<file path="config.mk">
export PLATFORM = sky130hd
export DESIGN_NAME = ir_cmd_ctrl
export DESIGN_NICKNAME = d
export VERILOG_FILES = /design/src/rtl/ir_cmd_ctrl.sv
export SDC_FILE = /design/constraint.sdc
export NUM_CORES = 1
export LEC_CHECK = 0
export CORE_UTILIZATION = 48
export CTS_CLUSTER_SIZE = 14
export DETAILED_ROUTE_END_ITERATION = 8
export GPL_ROUTABILITY_DRIVEN = 0
export GPL_TIMING_DRIVEN = 0
export PLACE_DENSITY = 0.88
export SLEW_MARGIN = 30
export SYNTH_ARGS = -nofsm -noshare
export SYNTH_HDL_FRONTEND = slang
export SYNTH_SLANG_ARGS = --single-unit
</file>
<file path="constraint.sdc">
create_clock -name clk -period 2.18 [get_ports clk]
set_input_delay 0.218 -clock clk [delete_from_list [all_inputs] [get_ports clk]]
set_output_delay 0.218 -clock clk [all_outputs]
set_load 0.01 [all_outputs]
</file>
<file path="src/rtl/ir_cmd_ctrl.sv">
// IR remote command controller: validates 32-bit IR frames, suppresses key repeats
// inside a hold-off window, and drives the player state and audio control levels.
module ir_cmd_ctrl #(
   parameter logic [22:0] HOLDOFF_CYC = 23'd5_000_000,
   parameter logic [7:0]  DEV_ADDR    = 8'h00
) (
   input  logic        clk,
   input  logic        rst_n,
   input  logic        frame_valid,
   input  logic [31:0] frame_data,
   output logic        play,
   output logic        stop,
   output logic        pause,
   output logic        mute,
   output logic        seletor,
   output logic [3:0]  volume,
   output logic [3:0]  track,
   output logic        cmd_accept,
   output logic        cmd_reject
);

   localparam int unsigned HOLD_W = 23;

   localparam logic [7:0] KEY_PLAY  = 8'h30;
   localparam logic [7:0] KEY_STOP  = 8'h7A;
   localparam logic [7:0] KEY_PAUSE = 8'hC2;
   localparam logic [7:0] KEY_MUTE  = 8'h68;
   localparam logic [7:0] KEY_SEL   = 8'h18;
   localparam logic [7:0] KEY_VOLUP = 8'hA8;
   localparam logic [7:0] KEY_VOLDN = 8'hE0;
   localparam logic [7:0] KEY_NEXT  = 8'h02;
   localparam logic [7:0] KEY_PREV  = 8'h22;

   typedef enum logic [1:0] {
      ST_STOPPED = 2'd0,
      ST_PLAYING = 2'd1,
      ST_PAUSED  = 2'd2
   } state_t;

   state_t              state, nxt_state;
   logic [HOLD_W-1:0]   hold_cnt;
   logic [7:0]          last_cmd;
   logic                nxt_mute, nxt_seletor;
   logic [3:0]          nxt_volume, nxt_track;
   logic [7:0]          cmd_c;
   logic                frame_ok_c, known_c, repeat_c, accept_c;

   // Key code travels in the low byte; byte [15:8] carries its complement.
   assign cmd_c      = frame_data[7:0];
   assign frame_ok_c = (frame_data[31:24] == ~frame_data[23:16]) &&
                       (frame_data[23:16] == DEV_ADDR) &&
                       (frame_data[15:8]  == ~frame_data[7:0]);
   assign repeat_c   = (cmd_c == last_cmd) && (hold_cnt != '0);
   assign accept_c   = frame_valid && frame_ok_c && known_c && !repeat_c;

   always_comb begin
      known_c = 1'b0;
      case (cmd_c)
         KEY_PLAY, KEY_STOP, KEY_PAUSE, KEY_MUTE, KEY_SEL,
         KEY_VOLUP, KEY_VOLDN, KEY_NEXT, KEY_PREV: known_c = 1'b1;
         default:                                  known_c = 1'b0;
      endcase
   end

   // Next player/audio state for an accepted key
   always_comb begin
      nxt_state   = state;
      nxt_mute    = mute;
      nxt_seletor = seletor;
      nxt_volume  = volume;
      nxt_track   = track;
      if (accept_c) begin
         case (cmd_c)
            KEY_PLAY:  nxt_state = ST_PLAYING;
            KEY_STOP:  nxt_state = ST_STOPPED;
            KEY_PAUSE: begin
               if (state == ST_PLAYING)     nxt_state = ST_PAUSED;
               else if (state == ST_PAUSED) nxt_state = ST_PLAYING;
            end
            KEY_MUTE:  nxt_mute = ~mute;
            KEY_SEL:   if (state == ST_STOPPED) nxt_seletor = ~seletor;
            KEY_VOLUP: if (volume != 4'd15) nxt_volume = volume + 4'd1;
            KEY_VOLDN: if (volume != 4'd0)  nxt_volume = volume - 4'd1;
            KEY_NEXT:  nxt_track = (track == 4'd9) ? 4'd0 : track + 4'd1;
            KEY_PREV:  nxt_track = (track == 4'd0) ? 4'd9 : track - 4'd1;
            default:   nxt_state = state;
         endcase
      end
   end

   always_ff @(posedge clk or negedge rst_n) begin
      if (!rst_n) begin
         state      <= ST_STOPPED;
         play       <= 1'b0;
         stop       <= 1'b1;
         pause      <= 1'b0;
         mute       <= 1'b1;
         seletor    <= 1'b0;
         volume     <= 4'd8;
         track      <= 4'd0;
         hold_cnt   <= '0;
         last_cmd   <= 8'h00;
         cmd_accept <= 1'b0;
         cmd_reject <= 1'b0;
      end else begin
         state      <= nxt_state;
         play       <= (nxt_state == ST_PLAYING);
         stop       <= (nxt_state == ST_STOPPED);
         pause      <= (nxt_state == ST_PAUSED);
         mute       <= nxt_mute;
         seletor    <= nxt_seletor;
         volume     <= nxt_volume;
         track      <= nxt_track;
         cmd_accept <= accept_c;
         cmd_reject <= frame_valid && !accept_c;
         // Rejected repeats do not restart the window
         if (accept_c) begin
            hold_cnt <= HOLDOFF_CYC;
            last_cmd <= cmd_c;
         end else if (hold_cnt != '0) begin
            hold_cnt <= hold_cnt - HOLD_W'(1);
         end
      end
   end

endmodule

</file>
==> results of run 1 <==
report_power, final:
group,total (mW),internal [mW],switching [mW]
clock,0.657,0.340,0.317
sequential,0.891,0.891,0.000286
combinational,0.198,0.0915,0.106
stage by stage:
stage          worst slack (ns)  hold slack (ns)
3_3_place_gp             -0.960            0.490
5_1_grt                  -0.140            0.200
6_report                -0.0763            0.194
4_1_cts                 -0.0249            0.187
3_5_place_dp             -0.955            0.267
2_1_floorplan            -0.228          -0.0776
registers in the layout, indices dropped and copies added, names as in the netlist:
| name | cells |
|---|---|
| stop | 1 |
| track | 4 |
| play | 1 |
| hold_cnt | 23 |
| state | 2 |
| seletor | 1 |
| volume | 4 |
| mute | 1 |
| cmd_reject | 1 |
| cmd_accept | 1 |
| pause | 1 |
| last_cmd | 8 |
critical path, cell delays in order:
cell	delay, ns
sky130_fd_sc_hd__clkdlybuf4s50_1	0.43
sky130_fd_sc_hd__nor3b_2	0.26
sky130_fd_sc_hd__nand4_1	0.20
sky130_fd_sc_hd__nor4_4	0.48
sky130_fd_sc_hd__buf_4	0.20
sky130_fd_sc_hd__buf_4	0.10
sky130_fd_sc_hd__o21a_1	0.18
sky130_fd_sc_hd__o211a_1	0.24
sky130_fd_sc_hd__and3_4	0.20
routing by layer:
metal  up-vias  wire length (microns)
met5         -                      0
met4         0                    303
met3        31                    592
met2       161                   4390
met1      1394                   3510
li1       1229                      -
repair_timing:
item,4_1_cts,5_1_grt
endpoints found under the setup margin,48,41
cloned,1,1
setup buffers,11,4
resized for setup,50,50
endpoints found under the hold margin,45,0
hold buffers,1,0
pin swaps,8,15
cells by family (layout without fill, tap and decap cells):
| kind of cell | count (synthesis) | in the layout | synth area share, % |
|---|---|---|---|
| mux | 7 | 7 | 3.27 |
| fa+ha+maj | 5 | 5 | 2.38 |
| compound gates | 38 | 38 | 8.41 |
| simple gates | 138 | 138 | 26.0 |
| flops | 48 | 48 | 40.9 |
| buf+inv | 25 | 95 | 4.50 |
| xor+xnor | 49 | 49 | 14.6 |
cells in the mapped netlist, drive strengths merged, types with 7 or more instances:
cell,count,area share [%]
a21oi,10,1.7
buf,11,2.7
dfrtp,45,38
inv,9,1.1
nand2,28,3.6
nand4,7,1.5
nor2,35,4.5
nor4,18,3.8
nor4b,8,2.4
o21ai,11,1.9
xnor2,19,5.6
xor2,30,8.9
worst min-delay path by stage:
stage	from	end	slack, ns	cells past startpoint
floorplan	rst_n	cmd_accept	-0.08	0
global placement	last_cmd[0]	last_cmd[0]	0.49	1
finish	frame_data[4]	last_cmd[4]	0.19	2
global route	frame_data[4]	last_cmd[4]	0.20	2
detailed placement	rst_n	hold_cnt[19]	0.27	1
CTS	frame_data[4]	last_cmd[4]	0.19	2
layout make-up:
class                           count  area (sq um)  share of cell area (%)
Multi-Input combinational cell    237          1950                    47.1
Sequential cell                    48          1200                    29.2
Timing Repair Buffer               64           626                    15.1
Buffer                             14           115                    2.79
Tap cell                           75          93.8                    2.27
Clock buffer                        5          68.8                    1.67
Clock inverter                      3          42.5                    1.03
Inverter                            9          33.8                   0.818
==> impl_metrics.yaml, run 1 <==
synthesis:
  postSynthAreaPerCell_sq_um: 9.50
  ys_seq_elements: 48
  syn-num-nets: 350
  synth.lib_cells_used.distinct: 53
  synthArstFlopShare_pct: 100
  syn_inst: 310
  synth.yosys.seq_area_share_pct: 40.9
  synth_enable_flop_cells: 0
  synthFlopType: "sky130_fd_sc_hd__dfrtp_1"
  syn_area_sq_mm: 0.00295
  yosysWarnings: 0
power:
  power.leakage_nw: 1.76
  power.total_mw: 1.75
  peakVddDrop_v: 0.000236
  power_density_mw_per_mm2: 423
timing:
  fin_skew_ns: 0.00861
  final_setup_violation_count: 11
  final_critical_path_setup_slack_ns: -0.0763
  unrepaired_setup_endpoints_after_global_routing: "yes"
  fin_setup_tns_ns: -0.382
  final_hold_viol_count: 0
  relSlewSlack_pct: 59.7
  period_minus_slack_ns: 2.26
  max_transition_viols_final: 0
  period_utilization_pct: 103
  maximum_achievable_frequency_mhz: 443
  tightest_slew_ns: 0.605
routing:
  wl_per_cell_microns: 19.3
  detail_route.wirelength_mm: 8.80
  vias_per_cell: 6.19
  initialDrtViolationCount: 287
  detail-route-antenna-nets: 0
  detail_route.drc_violations: 0
  drt_first_pass_iters: 5
  detailroute.via_count: 2815
flow_run:
  max_cap_violations: 0
placed_design:
  dp_hpwl_mm: 4.72
  port_buffers: 46
  placedInstanceArea_sq_mm: 0.00352
  place_inst: 431
global_routing:
  busiest_layer: "met2"
  met1_usage_pct: 31.2
  grt_max_degree: 49
  grt_use_met3_pct: 4.77
  global_route.usage.met2_pct: 42.1
  via_count_of_the_first_global_routing_pass: 2567
  total_global_route_track_usage_pct: 24.7
  grt.overflow.total: 0
  grt_pass1_wl_mm: 12.1
  antenna_found_initial: 0
cells_and_area:
  utilization_pct: 69.8
  layout-drive-gt1-share_pct: 25.5
  num-fill-cells: 380
  insertedDiodeCount: 0
  mostFrequentLayoutCell: "sky130_fd_sc_hd__dfrtp_1"
  final-instance-count-excl-fill: 455
  count_of_nets_after_finishing: 419
  mostFrequentLayoutCells: "45 x sky130_fd_sc_hd__dfrtp_1, 33 x sky130_fd_sc_hd__nor2_1, 31 x sky130_fd_sc_hd__clkdlybuf4s50_1"
  areaGrowthSynthToFinish_pct: 40.2
  stdcell_area_sq_mm: 0.00413
run_status:
  status: "finished with violations"
  failed_checks: "negative setup slack"
cts:
  clock_sinks: 48
  worst_skew_pair.late_latency_ns: 0.31
  clock_tree.root_cell: "sky130_fd_sc_hd__clkbuf_8"
  ctsLongestPathBuffers: 2
  cts_buffers: 5
  cts_tree: "built"
  ctsHtreeMaxLevel: 2
  clkTransAtPathRegs_ns: 0.10
setup_path:
  reg2reg_from: "hold_cnt[1]"
  worstPathRequired_ns: 2.43
  worst-r2r-cell-count: 9
  reg2reg_setup_slack_ns: -0.04
  critical_path.reg2reg.endpoint: "last_cmd[5]"
  crit_type: "primary input to register"
  setup.worst_path.end_class: "register"
  worst_setup_path_startpoint: "frame_data[17]"
  cp-start-kind: "primary input"
  cp_data_arrival_time_ns: 2.51
  crit_path_end: "pause"
  critical_path_peak_fanout: 3
floorplanning:
  die_y_microns: 80.3
  initial_utilization_pct: 49.7
  fp-row-count: 28
  fp.coreArea_sq_mm: 0.00592
  die_width_microns: 80.3
  top_level_ports: 50
  floorplan.die_area_sq_mm: 0.00645
min_path:
  min_path_type: "primary input to register"
Note: power is estimated with default switching activity, not from simulation.
==> run 2, diff against run 1 <==
SKIP_LAST_GASP = 1   (was default)
==> impl_metrics.yaml, run 2 (synthesized netlist as in run 1, its figures left out) <==
cells_and_area:
  register_ranked_first_by_flip_flop_count: "hold_cnt"
  count_of_nets_after_finishing: 419
  utilization_pct: 69.6
  largest_register_ffs: 23
  mostFrequentLayoutCells: "45 x sky130_fd_sc_hd__dfrtp_1, 33 x sky130_fd_sc_hd__nor2_1, 31 x sky130_fd_sc_hd__clkdlybuf4s50_1"
  num-fill-cells: 383
  mostFrequentLayoutCell: "sky130_fd_sc_hd__dfrtp_1"
  layout-drive-gt1-share_pct: 25.3
  areaGrowthSynthToFinish_pct: 39.9
  multi_input_area_sq_mm: 0.00194
  insertedDiodeCount: 0
  area.sequential_sq_mm: 0.00120
  largest_registers: "hold_cnt (23), last_cmd (8)"
timing:
  final_critical_path_setup_slack_ns: -0.0555
  period_utilization_pct: 103
  fin_skew_ns: 0.00769
  relSlewSlack_pct: 57.3
  unrepaired_setup_endpoints_after_global_routing: "yes"
  max_transition_viols_final: 0
  maximum_achievable_frequency_mhz: 447
  holdWs_ns: 0.194
  final_setup_violation_count: 9
  tightest_slew_ns: 0.634
  period_minus_slack_ns: 2.24
  final_hold_viol_count: 0
global_routing:
  via_count_of_the_first_global_routing_pass: 2567
  grt_max_degree: 49
  total_global_route_track_usage_pct: 24.7
  grt_pass1_wl_mm: 12.1
  antenna_found_initial: 0
  grt.overflow.total: 0
routing:
  detail_route.wirelength_mm: 8.62
  detail_route.drc_violations: 0
  drt_first_pass_iters: 5
  detailroute.via_count: 2801
  vias_per_cell: 6.16
  wl_per_cell_microns: 18.9
  detail-route-antenna-nets: 0
  initialDrtViolationCount: 265
setup_path:
  crit_type: "register to register"
  cp-start-kind: "register"
  worstPathRequired_ns: 2.38
  cp_data_arrival_time_ns: 2.43
  setup.worst_path.end_class: "register"
  critical_path_peak_fanout: 5
cts:
  clkTransAtPathRegs_ns: 0.09
  worst_skew_pair.late_latency_ns: 0.31
  ctsLongestPathBuffers: 2
  ctsHtreeMaxLevel: 2
  cts_buffers: 5
  clock_sinks: 48
  clock_tree.root_cell: "sky130_fd_sc_hd__clkbuf_8"
  cts_tree: "built"
floorplanning:
  floorplan.die_area_sq_mm: 0.00645
  die_width_microns: 80.3
  fp-row-count: 28
  die_y_microns: 80.3
  fp.coreArea_sq_mm: 0.00592
  initial_utilization_pct: 49.7
  top_level_ports: 50
run_status:
  failed_checks: "negative setup slack"
  status: "finished with violations"
power:
  power.total_mw: 1.74
  power_density_mw_per_mm2: 423
  power.leakage_nw: 1.76
  peakVddDrop_v: 0.000232
placed_design:
  port_buffers: 46
  dp_hpwl_mm: 4.72
min_path:
  min_path_type: "primary input to register"
flow_run:
  max_cap_violations: 0
-- run 2: through the flow --
stage	setup TNS, ns	std cells	setup slack (ns)	area, sq um
6_report	-0.417	455	-0.0555	4120
5_1_grt	-1.22	455	-0.123	4120
4_1_cts	-0.109	451	-0.0249	3860
3_5_place_dp	-36.87	431	-0.955	3520
3_3_place_gp	-54.53	431	-0.960	3530
2_1_floorplan	-3.53	310	-0.228	2970
-- run 2: power breakdown --
part	internal (mW)	switching, mW
combinational	0.0915	0.105
clock	0.340	0.316
sequential	0.891	0.000286
total	1.32	0.421
-- run 2: repair_timing --
| item | CTS | global route |
|---|---|---|
| pin swaps | 8 | 15 |
| resized for setup | 50 | 48 |
| buffers inserted | 11 | 4 |
| hold buffers | 1 | 0 |
| endpoints found under the setup margin | 48 | 41 |
| hold endpoints to repair | 45 | 0 |
| cloned | 1 | 1 |
-- run 2: layer usage --
layer,wire length [microns],track usage (%)
met1,3480,31.2
met2,4310,42.1
met3,557,4.77
met4,270,8.39
met5,0,0
-- run 2: cell type report --
cell class	count	area share [%]
Clock inverter	3	1.03
Buffer	14	2.79
Timing Repair Buffer	64	15.1
Tap cell	75	2.28
Inverter	9	0.820
Multi-Input combinational cell	237	47.1
Clock buffer	5	1.67
Sequential cell	48	29.2
-- run 2: worst max-delay path, stage by stage (launching register included) --
cell	delay, ns
sky130_fd_sc_hd__dfrtp_1	0.40
sky130_fd_sc_hd__inv_2	0.10
sky130_fd_sc_hd__ha_4	0.13
sky130_fd_sc_hd__nor4b_4	0.20
sky130_fd_sc_hd__and3_4	0.23
sky130_fd_sc_hd__and3_4	0.25
sky130_fd_sc_hd__o21ai_4	0.09
sky130_fd_sc_hd__or2_4	0.28
sky130_fd_sc_hd__buf_6	0.14
sky130_fd_sc_hd__mux2_4	0.29
-- run 2: path summary, 6_finish.rpt --
check	from	endpoint	slack [ns]	cells past startpoint
min reg2reg	seletor	seletor	0.50	1
max in group asynchronous	rst_n	volume[1]	1.32	2
min in group asynchronous	rst_n	hold_cnt[18]	0.45	2
max	hold_cnt[1]	last_cmd[5]	-0.06	9
max reg2reg	hold_cnt[1]	last_cmd[5]	-0.06	9
min	frame_data[4]	last_cmd[4]	0.19	2
==> run 3, diff against run 2 <==
REMOVE_ABC_BUFFERS = 1   (was default)
==> impl_metrics.yaml, run 3 (synthesized netlist as in run 1, its figures left out) <==
run_status:
  status: "finished with violations"
  failed_checks: "negative setup slack"
routing:
  detail_route.drc_violations: 0
  detail_route.wirelength_mm: 8.24
  vias_per_cell: 6.06
  detail-route-antenna-nets: 0
  initialDrtViolationCount: 268
  drt_first_pass_iters: 4
  wl_per_cell_microns: 18.4
  detailroute.via_count: 2709
setup_path:
  crit_type: "register to register"
  cp-start-kind: "register"
  worstPathRequired_ns: 2.38
  cp_data_arrival_time_ns: 2.41
  critical_path_peak_fanout: 7
  setup.worst_path.end_class: "register"
global_routing:
  via_count_of_the_first_global_routing_pass: 2553
  total_global_route_track_usage_pct: 24.2
  grt_use_met3_pct: 5.34
  busiest_layer: "met2"
  met1_usage_pct: 30.3
  grt_pass1_wl_mm: 12.0
  grt.overflow.total: 0
  global_route.usage.met2_pct: 41.2
  antenna_found_initial: 0
  grt_max_degree: 49
cells_and_area:
  final-instance-count-excl-fill: 447
  mostFrequentLayoutCells: "44 x sky130_fd_sc_hd__dfrtp_1, 35 x sky130_fd_sc_hd__clkdlybuf4s50_1, 32 x sky130_fd_sc_hd__nor2_1"
  mostFrequentLayoutCell: "sky130_fd_sc_hd__dfrtp_1"
  count_of_nets_after_finishing: 411
  areaGrowthSynthToFinish_pct: 36.5
  num-fill-cells: 400
  layout-drive-gt1-share_pct: 23.7
  largest_registers: "hold_cnt (23), last_cmd (8)"
  largest_register_ffs: 23
  insertedDiodeCount: 0
  register_ranked_first_by_flip_flop_count: "hold_cnt"
  stdcell_area_sq_mm: 0.00402
placed_design:
  placedInstanceArea_sq_mm: 0.00343
  place_inst: 418
  dp_hpwl_mm: 4.54
  port_buffers: 49
min_path:
  min_path_type: "primary input to register"
floorplanning:
  top_level_ports: 50
  initial_utilization_pct: 49.7
  fp-row-count: 28
  die_width_microns: 80.3
  fp.coreArea_sq_mm: 0.00592
  floorplan.die_area_sq_mm: 0.00645
  die_y_microns: 80.3
timing:
  period_minus_slack_ns: 2.21
  maximum_achievable_frequency_mhz: 453
  tightest_slew_ns: 0.591
  fin_setup_tns_ns: -0.0433
  final_setup_violation_count: 4
  unrepaired_setup_endpoints_after_global_routing: "yes"
  max_transition_viols_final: 0
  period_utilization_pct: 101
  final_hold_viol_count: 0
  relSlewSlack_pct: 60.6
  final_critical_path_setup_slack_ns: -0.0294
  fin_skew_ns: 0.0126
power:
  peakVddDrop_v: 0.000365
  power.total_mw: 1.86
  power.leakage_nw: 1.68
  power_density_mw_per_mm2: 461
cts:
  ctsLongestPathBuffers: 2
  cts_tree: "built"
  worst_skew_pair.late_latency_ns: 0.32
  cts_buffers: 5
  clock_sinks: 48
  clock_tree.root_cell: "sky130_fd_sc_hd__clkbuf_8"
  ctsHtreeMaxLevel: 2
  clkTransAtPathRegs_ns: 0.09
flow_run:
  max_cap_violations: 0
-- run 3: changes by cell type in the layout (fill, tap and decap cells not counted), moves of 2 or more --
cell / change
sky130_fd_sc_hd__clkbuf_1: -2
sky130_fd_sc_hd__clkdlybuf4s50_1: +4
sky130_fd_sc_hd__dlymetal6s2s_1: -4
sky130_fd_sc_hd__clkbuf_2: -2
sky130_fd_sc_hd__nor4b_4: -2
sky130_fd_sc_hd__buf_6: -5
-- run 3: layout make-up --
cell class / count / area (sq um) / area share [%]
Clock inverter: 3 / 68.8 / 1.71
Sequential cell: 48 / 1210 / 30.0
Inverter: 9 / 33.8 / 0.840
Clock buffer: 5 / 68.8 / 1.71
Tap cell: 75 / 93.8 / 2.33
Multi-Input combinational cell: 238 / 1910 / 47.4
Timing Repair Buffer: 69 / 642 / 16.0
-- run 3: what timing repair did --
item,4_1_cts,5_1_grt
resized for setup,56,48
hold buffers,1,0
setup endpoints to repair,48,36
gates cloned,1,0
hold endpoints to repair,45,0
setup buffers,14,5
pin swaps,8,16
-- run 3: final timing paths --
path / startpoint / endpoint / slack, ns / depth (start not counted)
min in group asynchronous: rst_n / hold_cnt[21] / 0.43 / 2
max reg2reg: last_cmd[5] / track[3] / -0.03 / 7
min: frame_data[1] / last_cmd[1] / 0.29 / 2
min reg2reg: seletor / seletor / 0.48 / 1
max: last_cmd[5] / track[3] / -0.03 / 7
max in group asynchronous: rst_n / hold_cnt[6] / 1.31 / 2
-- run 3: worst max-delay path, stage by stage (launching register included) --
cell,delay (ns)
sky130_fd_sc_hd__dfrtp_1,0.40
sky130_fd_sc_hd__xor2_1,0.18
sky130_fd_sc_hd__nor4_2,0.31
sky130_fd_sc_hd__nand2_1,0.28
sky130_fd_sc_hd__o21ai_4,0.36
sky130_fd_sc_hd__buf_4,0.20
sky130_fd_sc_hd__nor4b_2,0.05
sky130_fd_sc_hd__a311o_1,0.31
-- run 3: per-layer routing --
| metal | vias up | part of all wire [%] |
|---|---|---|
| met2 | 118 | 49 |
| met5 | - | 0 |
| met4 | 0 | 3.5 |
| met1 | 1351 | 40 |
| met3 | 28 | 6.8 |
| li1 | 1212 | - |
-- run 3: power by group --
part           switching [mW]  total (mW)  internal [mW]
Combinational          0.0978       0.184         0.0866
Sequential           0.000316       0.891          0.891
Clock                   0.319       0.780          0.462
-- run 3: metrics by stage --
step | utilization [%] | hold WS (ns) | setup WS, ns
6_report | 67.9 | 0.290 | -0.0294
3_3_place_gp | 57.9 | 0.464 | -1.49
5_1_grt | 67.9 | 0.298 | -0.116
2_1_floorplan | - | -0.0776 | -0.595
4_1_cts | 65.0 | 0.385 | 0.00159
3_5_place_dp | 57.9 | 0.264 | -1.31
